`config.mk`:
```
export PLATFORM = sky130hd
export DESIGN_NAME = hevc_quant_4x4
export DESIGN_NICKNAME = d
export VERILOG_FILES = /design/src/rtl/hevc_quant_4x4.sv
export SDC_FILE = /design/constraint.sdc
export NUM_CORES = 2
export LEC_CHECK = 0
export CORE_MARGIN = 4
export CORE_UTILIZATION = 35
export CTS_CLUSTER_SIZE = 40
export DETAILED_ROUTE_END_ITERATION = 12
export GPL_TIMING_DRIVEN = 0
export PLACE_DENSITY = 0.64
export RECOVER_POWER = 100
export SLEW_MARGIN = 20
export SYNTH_ARGS = -nofsm -noshare
export SYNTH_HDL_FRONTEND = slang
export SYNTH_SLANG_ARGS = --single-unit
```
`constraint.sdc`:
```
create_clock -name clk -period 13.85 [get_ports clk]
set_input_delay 2.77 -clock clk [delete_from_list [all_inputs] [get_ports clk]]
set_output_delay 2.77 -clock clk [all_outputs]
set_load 0.02 [all_outputs]
```
`src/rtl/hevc_quant_4x4.sv`:
```
`default_nettype none
// ============================================================================
//  Module   : hevc_quant_4x4
//  Purpose  : Serial HEVC scalar quantizer for one 4x4 luma residual block
//             (8-bit video). Captures a coefficient block on a valid/ready
//             handshake, quantizes one coefficient per cycle using the
//             standard scale table and intra/inter rounding offsets, and
//             presents the level block with a valid/ready handshake.
//  Revision : 1.0  initial release
// ============================================================================
module hevc_quant_4x4 #(
    parameter int COEFF_W = 16,
    parameter int QP_MAX  = 51
) (
    input  logic                       clk,
    input  logic                       reset,
    input  logic signed [COEFF_W-1:0]  coeff_matrix [4][4],
    input  logic        [5:0]          qp,
    input  logic                       is_intra,
    input  logic                       in_valid,
    output logic                       in_ready,
    output logic signed [COEFF_W-1:0]  level_matrix [4][4],
    output logic        [4:0]          nonzero_count,
    output logic                       cbf,
    output logic                       out_valid,
    input  logic                       out_ready
);

    // Accumulator width: |c| * Q needs COEFF_W + 15 bits, plus headroom for
    // the rounding offset; 18 extra bits keeps the sum comfortably exact.
    localparam int                  c_ACC_W    = COEFF_W + 18;
    localparam logic [COEFF_W-1:0]  c_LVL_MAX  = {1'b0, {(COEFF_W-1){1'b1}}};
    localparam logic [5:0]          c_QP_MAX   = 6'(QP_MAX);
    localparam logic [7:0]          c_OFF_INTRA = 8'd171;
    localparam logic [7:0]          c_OFF_INTER = 8'd85;

    typedef enum logic [1:0] {
        IDLE  = 2'd0,
        QUANT = 2'd1,
        DONE  = 2'd2
    } state_t;

    state_t                      r_state;
    state_t                      w_state_next;
    logic                        w_in_ready;
    logic                        w_out_valid;
    logic                        w_accept;

    logic signed [COEFF_W-1:0]   r_coeff [4][4];
    logic signed [COEFF_W-1:0]   r_level [4][4];
    logic        [3:0]           r_idx;
    logic        [4:0]           r_nz;
    logic        [5:0]           r_qp_rem;
    logic        [3:0]           r_qp_div;
    logic                        r_intra;

    logic        [5:0]           w_qp_eff;
    logic        [5:0]           w_rem;
    logic        [3:0]           w_div;

    logic signed [COEFF_W-1:0]   w_coeff;
    logic        [COEFF_W-1:0]   w_coeff_u;
    logic                        w_neg;
    logic        [COEFF_W-1:0]   w_abs;
    logic        [14:0]          w_q;
    logic        [7:0]           w_base;
    logic        [4:0]           w_sh_off;
    logic        [4:0]           w_sh_q;
    logic        [c_ACC_W-1:0]   w_prod;
    logic        [c_ACC_W-1:0]   w_off;
    logic        [c_ACC_W-1:0]   w_sum;
    logic        [c_ACC_W-1:0]   w_lvl_abs;
    logic        [COEFF_W-1:0]   w_sat;
    logic signed [COEFF_W-1:0]   w_level;

    // ------------------------------------------------------------------
    // QP clamp and divider-free split into qp/6 and qp%6 by repeated
    // subtraction; the results are registered with the block.
    // ------------------------------------------------------------------
    assign w_qp_eff = (qp > c_QP_MAX) ? c_QP_MAX : qp;

    // Repeated subtraction of 6 yields quotient and remainder of qp_eff.
    always_comb begin
        w_rem = w_qp_eff;
        w_div = 4'd0;
        for (int k = 0; k < 10; k++) begin
            if (w_rem >= 6'd6) begin
                w_rem = w_rem - 6'd6;
                w_div = w_div + 4'd1;
            end
        end
    end

    // ------------------------------------------------------------------
    // FSM
    // ------------------------------------------------------------------
    // State register.
    always_ff @(posedge clk) begin
        if (reset) begin
            r_state <= IDLE;
        end else begin
            r_state <= w_state_next;
        end
    end

    // Next-state and handshake decode; in_ready is low in DONE so a block
    // is never accepted on the output-handshake cycle.
    always_comb begin
        w_state_next = r_state;
        w_in_ready   = 1'b0;
        w_out_valid  = 1'b0;
        case (r_state)
            IDLE: begin
                w_in_ready = 1'b1;
                if (in_valid) begin
                    w_state_next = QUANT;
                end
            end
            QUANT: begin
                if (r_idx == 4'd15) begin
                    w_state_next = DONE;
                end
            end
            DONE: begin
                w_out_valid = 1'b1;
                if (out_ready) begin
                    w_state_next = IDLE;
                end
            end
            default: begin
                w_state_next = IDLE;
            end
        endcase
    end

    assign w_accept  = (r_state == IDLE) && in_valid;
    assign in_ready  = w_in_ready;
    assign out_valid = w_out_valid;

    // ------------------------------------------------------------------
    // Quantizer datapath for the coefficient selected by r_idx
    // ------------------------------------------------------------------
    assign w_coeff   = r_coeff[r_idx[3:2]][r_idx[1:0]];
    assign w_coeff_u = $unsigned(w_coeff);
    assign w_neg     = w_coeff[COEFF_W-1];
    // Two's-complement negate in COEFF_W bits: the most negative value maps
    // to its exact unsigned magnitude.
    assign w_abs     = w_neg ? (COEFF_W'(0) - w_coeff_u) : w_coeff_u;

    // Scale factor indexed by qp%6.
    always_comb begin
        w_q = 15'd26214;
        case (r_qp_rem)
            6'd0:    w_q = 15'd26214;
            6'd1:    w_q = 15'd23302;
            6'd2:    w_q = 15'd20560;
            6'd3:    w_q = 15'd18396;
            6'd4:    w_q = 15'd16384;
            6'd5:    w_q = 15'd14564;
            default: w_q = 15'd26214;
        endcase
    end

    // qbits = 19 + qp/6; the offset is pre-shifted by qbits - 9.
    assign w_base    = r_intra ? c_OFF_INTRA : c_OFF_INTER;
    assign w_sh_q    = 5'd19 + 5'(r_qp_div);
    assign w_sh_off  = 5'd10 + 5'(r_qp_div);
    assign w_prod    = c_ACC_W'(w_abs) * c_ACC_W'(w_q);
    assign w_off     = c_ACC_W'(w_base) << w_sh_off;
    assign w_sum     = w_prod + w_off;
    assign w_lvl_abs = w_sum >> w_sh_q;
    assign w_sat     = (w_lvl_abs > c_ACC_W'(c_LVL_MAX)) ? c_LVL_MAX
                                                         : w_lvl_abs[COEFF_W-1:0];
    // A zero magnitude negates to zero, so no negative zero can appear.
    assign w_level   = $signed(w_neg ? (COEFF_W'(0) - w_sat) : w_sat);

    // Block capture, per-coefficient level write-back and nonzero counting.
    always_ff @(posedge clk) begin
        if (reset) begin
            r_idx    <= 4'd0;
            r_nz     <= 5'd0;
            r_qp_rem <= 6'd0;
            r_qp_div <= 4'd0;
            r_intra  <= 1'b0;
            for (int r = 0; r < 4; r++) begin
                for (int c = 0; c < 4; c++) begin
                    r_coeff[r][c] <= '0;
                    r_level[r][c] <= '0;
                end
            end
        end else begin
            if (w_accept) begin
                r_coeff  <= coeff_matrix;
                r_qp_rem <= w_rem;
                r_qp_div <= w_div;
                r_intra  <= is_intra;
                r_nz     <= 5'd0;
                r_idx    <= 4'd0;
            end else if (r_state == QUANT) begin
                r_level[r_idx[3:2]][r_idx[1:0]] <= w_level;
                r_nz <= r_nz + 5'(w_level != '0);
                if (r_idx != 4'd15) begin
                    r_idx <= r_idx + 4'd1;
                end
            end
        end
    end

    assign level_matrix  = r_level;
    assign nonzero_count = r_nz;
    assign cbf           = (r_nz != 5'd0);

endmodule
`default_nettype wire

```
; ---- Word-level counts from Yosys, hierarchy flattened
; Cells that the tools add are included.
[classes]
n_bitwise = 3
reduce_logical = 10
n_lt_le_gt_ge = 16
mux = 43
add_sub_neg = 26
div = 0
shifts = 2
mul = 1
eq_ne = 12
[op_table]
columns = cell, n
row1 = $bwmux W256, 1
row2 = $mux W64, 3
row3 = $bmux W64 S2, 1
row4 = $demux W64 S2, 1
row5 = $mux W16, 6
row6 = $pmux W15 S5, 1
row7 = $mux W6, 11
row8 = $ge A6 B3 Y1 const B, 10
row9 = $sub A6 B3 Y6 const B, 10
row10 = $add A4 B1 Y4 const B, 10
row11 = $mux W4, 9
row12 = $add A31 B34 Y34, 1
row13 = $gt A34 B15 Y1 const B, 1
row14 = $shl A8 B5 Y34, 1
row15 = $shr A34 B5 Y34, 1
row16 = $bmux W16 S2, 1
row17 = $demux W16 S2, 1
row18 = $sub A1 B16 Y16 const A, 2
row19 = $mul A16 B15 Y31, 1
row20 = $reduce_bool A16 Y1, 1
row21 = $eq A6 B2 Y1 const B, 2
row22 = $eq A6 B3 Y1 const B, 2
row23 = $mux W8, 1
row24 = $eq A6 B1 Y1 const B, 1
row25 = 22 further kinds, 34
[totals]
latchBits = 0
input_bits = 267
mem_bits_ro = 0
ramBits = 0
register_bits = 534
n_memories = 0
output_inout_bits = 264

; ---- Logic depth before layout (Yosys ltp)
[depth]
ltp_word = 22
ltp_mapped = 65

; ---- Least setup slack after synthesis
; No wires, ideal clock.
[synth_path]
path_kind = flip-flop to flip-flop
from = register r_idx[3]
to = register r_nz[4], in the netlist nonzero_count[4]
arrival_ps = 14772
path_buffers = 8
t_required_ps = 13722
slack_ps = -1050
period_less_slack_ps = 14900
stages_incl_launch_ff = 55
setup_time_ps = 128
cell_sequence = dfxtp_1 -> clkbuf_1 -> clkbuf_1 -> clkbuf_1 -> buf_1 -> mux4_2 -> nor2_1 -> nor2_1 -> o21ai_0 -> clkbuf_1 -> ha_1 -> nor2b_1 -> nand2_1 -> o31a_1 -> xnor2_1 -> nor2_1 -> fa_1 -> fa_1 -> [19 not listed] -> nor3_1 -> a31oi_1 -> nand2b_1 -> clkbuf_1 -> nor2_1 -> clkbuf_1 -> ha_1 -> and4_1 -> nand4b_1 -> mux2_2 -> a21oi_1 -> nor4bb_1 -> nand4_1 -> ha_1 -> ha_1 -> nand4_1 -> xor2_1 -> nor2_1
[synth_between]
elab_chain_cells = 18
[synth_lines]
columns = item, line
row1 = from (decl), 51  ; logic [3:0] r_idx;
row2 = from (signal assigned), 203  ; r_idx <= r_idx + 4'd1;
row3 = $not A2 Y3 (implied by the code) (*), 143  ; assign w_coeff = r_coeff[r_idx[3:2]][r_idx[1:0]];
row4 = $bmux W64 S2 (*), 143
row5 = $mux W64 (implied by the code) (*) (2 in series), 143
row6 = $bmux W16 S2 (*), 143
row7 = $mux W16 (implied by the code) (*) (2 in series), 143
row8 = $sub A1 B16 Y16, 148  ; assign w_abs = w_neg ? (COEFF_W'(0) - w_coeff_u) : w_coeff_u;
row9 = $mux W16, 148
row10 = $mul A16 B15 Y31, 168  ; assign w_prod = c_ACC_W'(w_abs) * c_ACC_W'(w_q);
row11 = $add A31 B34 Y34, 170  ; assign w_sum = w_prod + w_off;
row12 = $shr A34 B5 Y34, 171  ; assign w_lvl_abs = w_sum >> w_sh_q;
row13 = $gt A34 B15 Y1, 172  ; assign w_sat = (w_lvl_abs > c_ACC_W'(c_LVL_MAX)) ? c_LVL_MAX
row14 = $mux W16, 172
row15 = $sub A1 B16 Y16, 175  ; assign w_level = $signed(w_neg ? (COEFF_W'(0) - w_sat) : w_sat);
row16 = $mux W16 (*), 175
row17 = $reduce_bool A16 Y1 (*), 201  ; r_nz <= r_nz + 5'(w_level != '0);
row18 = $add A5 B1 Y5 (*), 201
row19 = to (signal assigned), 201
row20 = to (decl), 52  ; logic [4:0] r_nz;
; Mark *: on every way between the ends. The rest lies on a longest branch, timed or not. The select of a mux whose other input is x is not followed.
; A chain may end at the register's enable or synchronous reset.

; ---- Worst setup path after layout
; Same ends and word-level chain as after synthesis.

==> metrics.md <==
| Metric | Value |
|---|---|
| Buf+Inv Stages, Crit Path | `10` |
| Mean Syn Cell Area | `between 8 and 9 µm²` |
| Later-pin clock latency in the skew report | `0.63 ns` |
| CTS clk-pin slew, worst paths | `0.06 ns` |
| Synth Instances | `3893` |
| Worst Path Arrival | `14.03 ns` |
| CP peak stage delay | `0.60 ns` |
| Post-Synth Simple-Gate Area | `15.6%` |
| Status | `finished clean` |
| Final worst-path cycle share | `97.8%` |
| Core area | `98300 µm²` |
| Grt ovf | `0` |
| Routed vias/inst | `roughly 5.7` |
| Synth Register Bits | `about 530` |
| GR Layer Usage met3 | `4.39%` |
| Post-synth cell types | `111` |
| PnR worst setup slack | `0.309 ns` |
| Vias in the first global route | `32.2k` |
| WL/cell | `24.1 µm` |
| Layout area overhead | `32.3%` |
| Hpwl dp | `between 100000 and 150000 µm` |
| Endpoints failing setup | `0` |
| Tot GR Track Use | `26.2%` |
| Setup crit end kind | `register` |
| Die X | `about 320 µm` |
| Clock Sink Count | `about 530` |
| Largest family of logic cells by synthesized area | `compound AO/OA/AOI/OAI gates` |
| Async SR Flop Fraction | `0%` |
| Final Max Slew Viols | `0` |
| GRT busiest layer | `met2` |
| H-tree levels | `2` |
| CP max FO | `10` |
| Crit path top cell by count | `fa_1` |
| Antenna-violating nets left | `0` |
| CP delay by family, top | `adder cells` |
| Area share of fa/ha/maj cells after synthesis | `approximately 17%` |
| GR Util met1 | `roughly a third` |
| CP max-delay cell | `mux4_2` |
| Via count | `~33k` |
| Seq/Total Area, Yosys | `approximately 30%` |
| Post-synth top flop | `dfxtp_1` |
| RSZ-0062 raised after global routing | `true` |
| First-pass GRT wire length | `208000 µm` |
| Compound-gate portion of the synthesized area | `21.3%` |
| Normalized max-slew margin | `27.7%` |
| Ports | `531` |
| Max Cap Viol | `0` |
| Worst setup SP type | `register` |
| FP Rows | `about 120` |
| Setup Skew | `around 0.033 ns` |
| First-pass DRT Iterations | `5` |
| Grt met2 use | `43.0%` |
| Placer Congestion | `0.946` |
| CTS Buf Count | `55` |
| CTS tree | `done` |
| Post-Synth XOR/XNOR Area | `2.33%` |
| HP Class | `reg -> reg` |
| CP required | `~14 ns` |
| DP Worst Slack | `-6.55 ns` |
| Synthesized area | `approximately 35000 µm²` |
| Final wirelength | `142000 µm` |
| Port-buffer cells | `529` |
| Die area | `104000 µm²` |
| Largest net degree at the start of global routing | `18` |
| Max Fclk | `between 70 and 80 MHz` |
| Final hold vios | `0` |
| Tmin final | `13.54 ns` |
| Layout cells sized above 1 | `12.2%` |
| Initial Utilization | `35.2%` |
| DRC | `0` |
| Nets | `5192` |
| Post-synth net total | `4502` |
| Least-Margin Pin Slew | `1.08 ns` |
| Number of synthesized flops with an enable pin | `0` |
| Kind of critical path | `reg -> reg` |
| Mux cell area share after synthesis | `6.58%` |
| Initial antenna violation count | `5` |
| Synth Warn # | `0` |
| Die H | `about 320 µm` |
| Clock Path Buffers | `3` |
| Root buf cell | `clkbuf_16` |
| DRT iter0 DRCs | `3036` |
-- worst min-delay path, stage by stage, from the launching register on --
cell,delay [ns]
dfxtp_1,0.31
nand2_1,0.05
a21oi_1,0.05
-- synthesized netlist by cell type (27+ instances only) --
cell type,n,area share (%)
mux4_2,81,5.3
o211ai_1,27,0.59
clkbuf_1,242,2.6
nor2_1,524,5.7
a21oi_1,166,2.4
inv_1,336,3.6
fa_1,195,11
nand2_1,329,3.6
xor2_1,31,0.78
nand2b_1,39,0.70
o21ai_0,81,1.2
a21o_1,29,0.63
nand3_1,65,0.94
nor3_1,88,1.3
and2_1,28,0.51
a22o_1,262,6.6
xnor2_1,54,1.4
a211oi_1,179,3.9
dfxtp_1,534,31
ha_1,147,5.3
-- kinds of logic (layout without fill, tap and decap cells) --
| kind of cell | Yosys count | in the layout |
|---|---|---|
| and+or+nand+nor | 1219 | 1219 |
| AOI/OAI and AO/OA | 982 | 983 |
| buffers and inverters | 603 | 1332 |
| DFF | 534 | 534 |
| adders and majority gates | 343 | 343 |
| muxes | 124 | 124 |
| xor gates and xnor gates | 88 | 88 |
| other | 0 | 3 |
-- through the flow --
step	hold WS [ns]	instance area [µm²]	TNS (ns)	utilization [%]	cells
after global placement	0.442	41800	-1120.61	42.5	5709
after global routing	0.472	45800	-0.272	46.6	5912
final	0.451	45800	0	46.6	5913
after CTS	0.456	44800	0	45.6	5840
after floorplan	0.433	34900	0	-	3893
after detailed placement	0.448	41800	-1085.00	42.5	5710
-- layout make-up --
cell class / count / area [µm²]
diodes: 3 / 7.51
plain buffers: 254 / 1360
clock buffers: 77 / 1580
clock inverters: 20 / 225
fillers: 9405 / 52500
inverters: 337 / 1260
multi-input cells: 2757 / 22900
flip-flops and latches: 534 / 10700
well taps: 1287 / 1610
repair buffers: 644 / 6170
-- state kept, by name (all words and copies together), names as in the netlist --
register	flops
r_coeff	256
level_matrix	256
r_qp_rem	6
r_qp_div	4
r_intra	1
nonzero_count	5
r_state	2
r_idx	4
-- path summary, 6_finish.rpt --
| kind | startpoint | end | slack, ns | depth (start not counted) |
|---|---|---|---|---|
| worst max-delay path | r_idx[3]$_SDFFE_PP0P_ | nonzero_count[4]$_SDFFE_PP0P_ | 0.31 | 52 |
| worst min-delay path | level_matrix[82]$_SDFFE_PP0P_ | level_matrix[82]$_SDFFE_PP0P_ | 0.45 | 2 |
| worst max register to register | r_idx[3]$_SDFFE_PP0P_ | nonzero_count[4]$_SDFFE_PP0P_ | 0.31 | 52 |
| worst min register to register | level_matrix[82]$_SDFFE_PP0P_ | level_matrix[82]$_SDFFE_PP0P_ | 0.45 | 2 |
-- routing by layer --
metal	share of wire (%)	up-vias
met2	47	1581
met1	42	16500
met5	0.022	-
met3	7.8	304
li1	-	15100
met4	4.0	4
-- cells in the final DEF (no fill, tap or decap), types with 22 or more instances in the layout --
cell type        instances
a22o_1                 262
a21oi_1                148
and2_1                  24
nand4_1                 24
inv_1                  331
nor3_1                  81
clkbuf_16               60
xnor2_1                 39
mux4_2                  81
clkbuf_8                25
o211ai_1                27
nand2_1                322
o21ai_0                 67
a211oi_1               174
dfxtp_1                533
nor2_1                 512
clkdlybuf4s50_1        259
dlygate4sd3_1          265
fa_1                   195
clkbuf_1               211
buf_4                  116
nand2b_1                38
ha_1                   131
xor2_1                  22
a21o_1                  28
nand3_1                 61
-- repair_timing --
action / CTS / global route
pin swaps: 34 / 55
gates cloned: 1 / 1
buffers inserted: 40 / 73
gates resized for setup: 198 / 104
endpoints found under the setup margin: 270 / 91
endpoints found under the hold margin: 0 / 0
hold buffers: 0 / 0
Power is not shown: default switching activity piles up to over one toggle a cycle in this logic, so the estimate is an artifact.
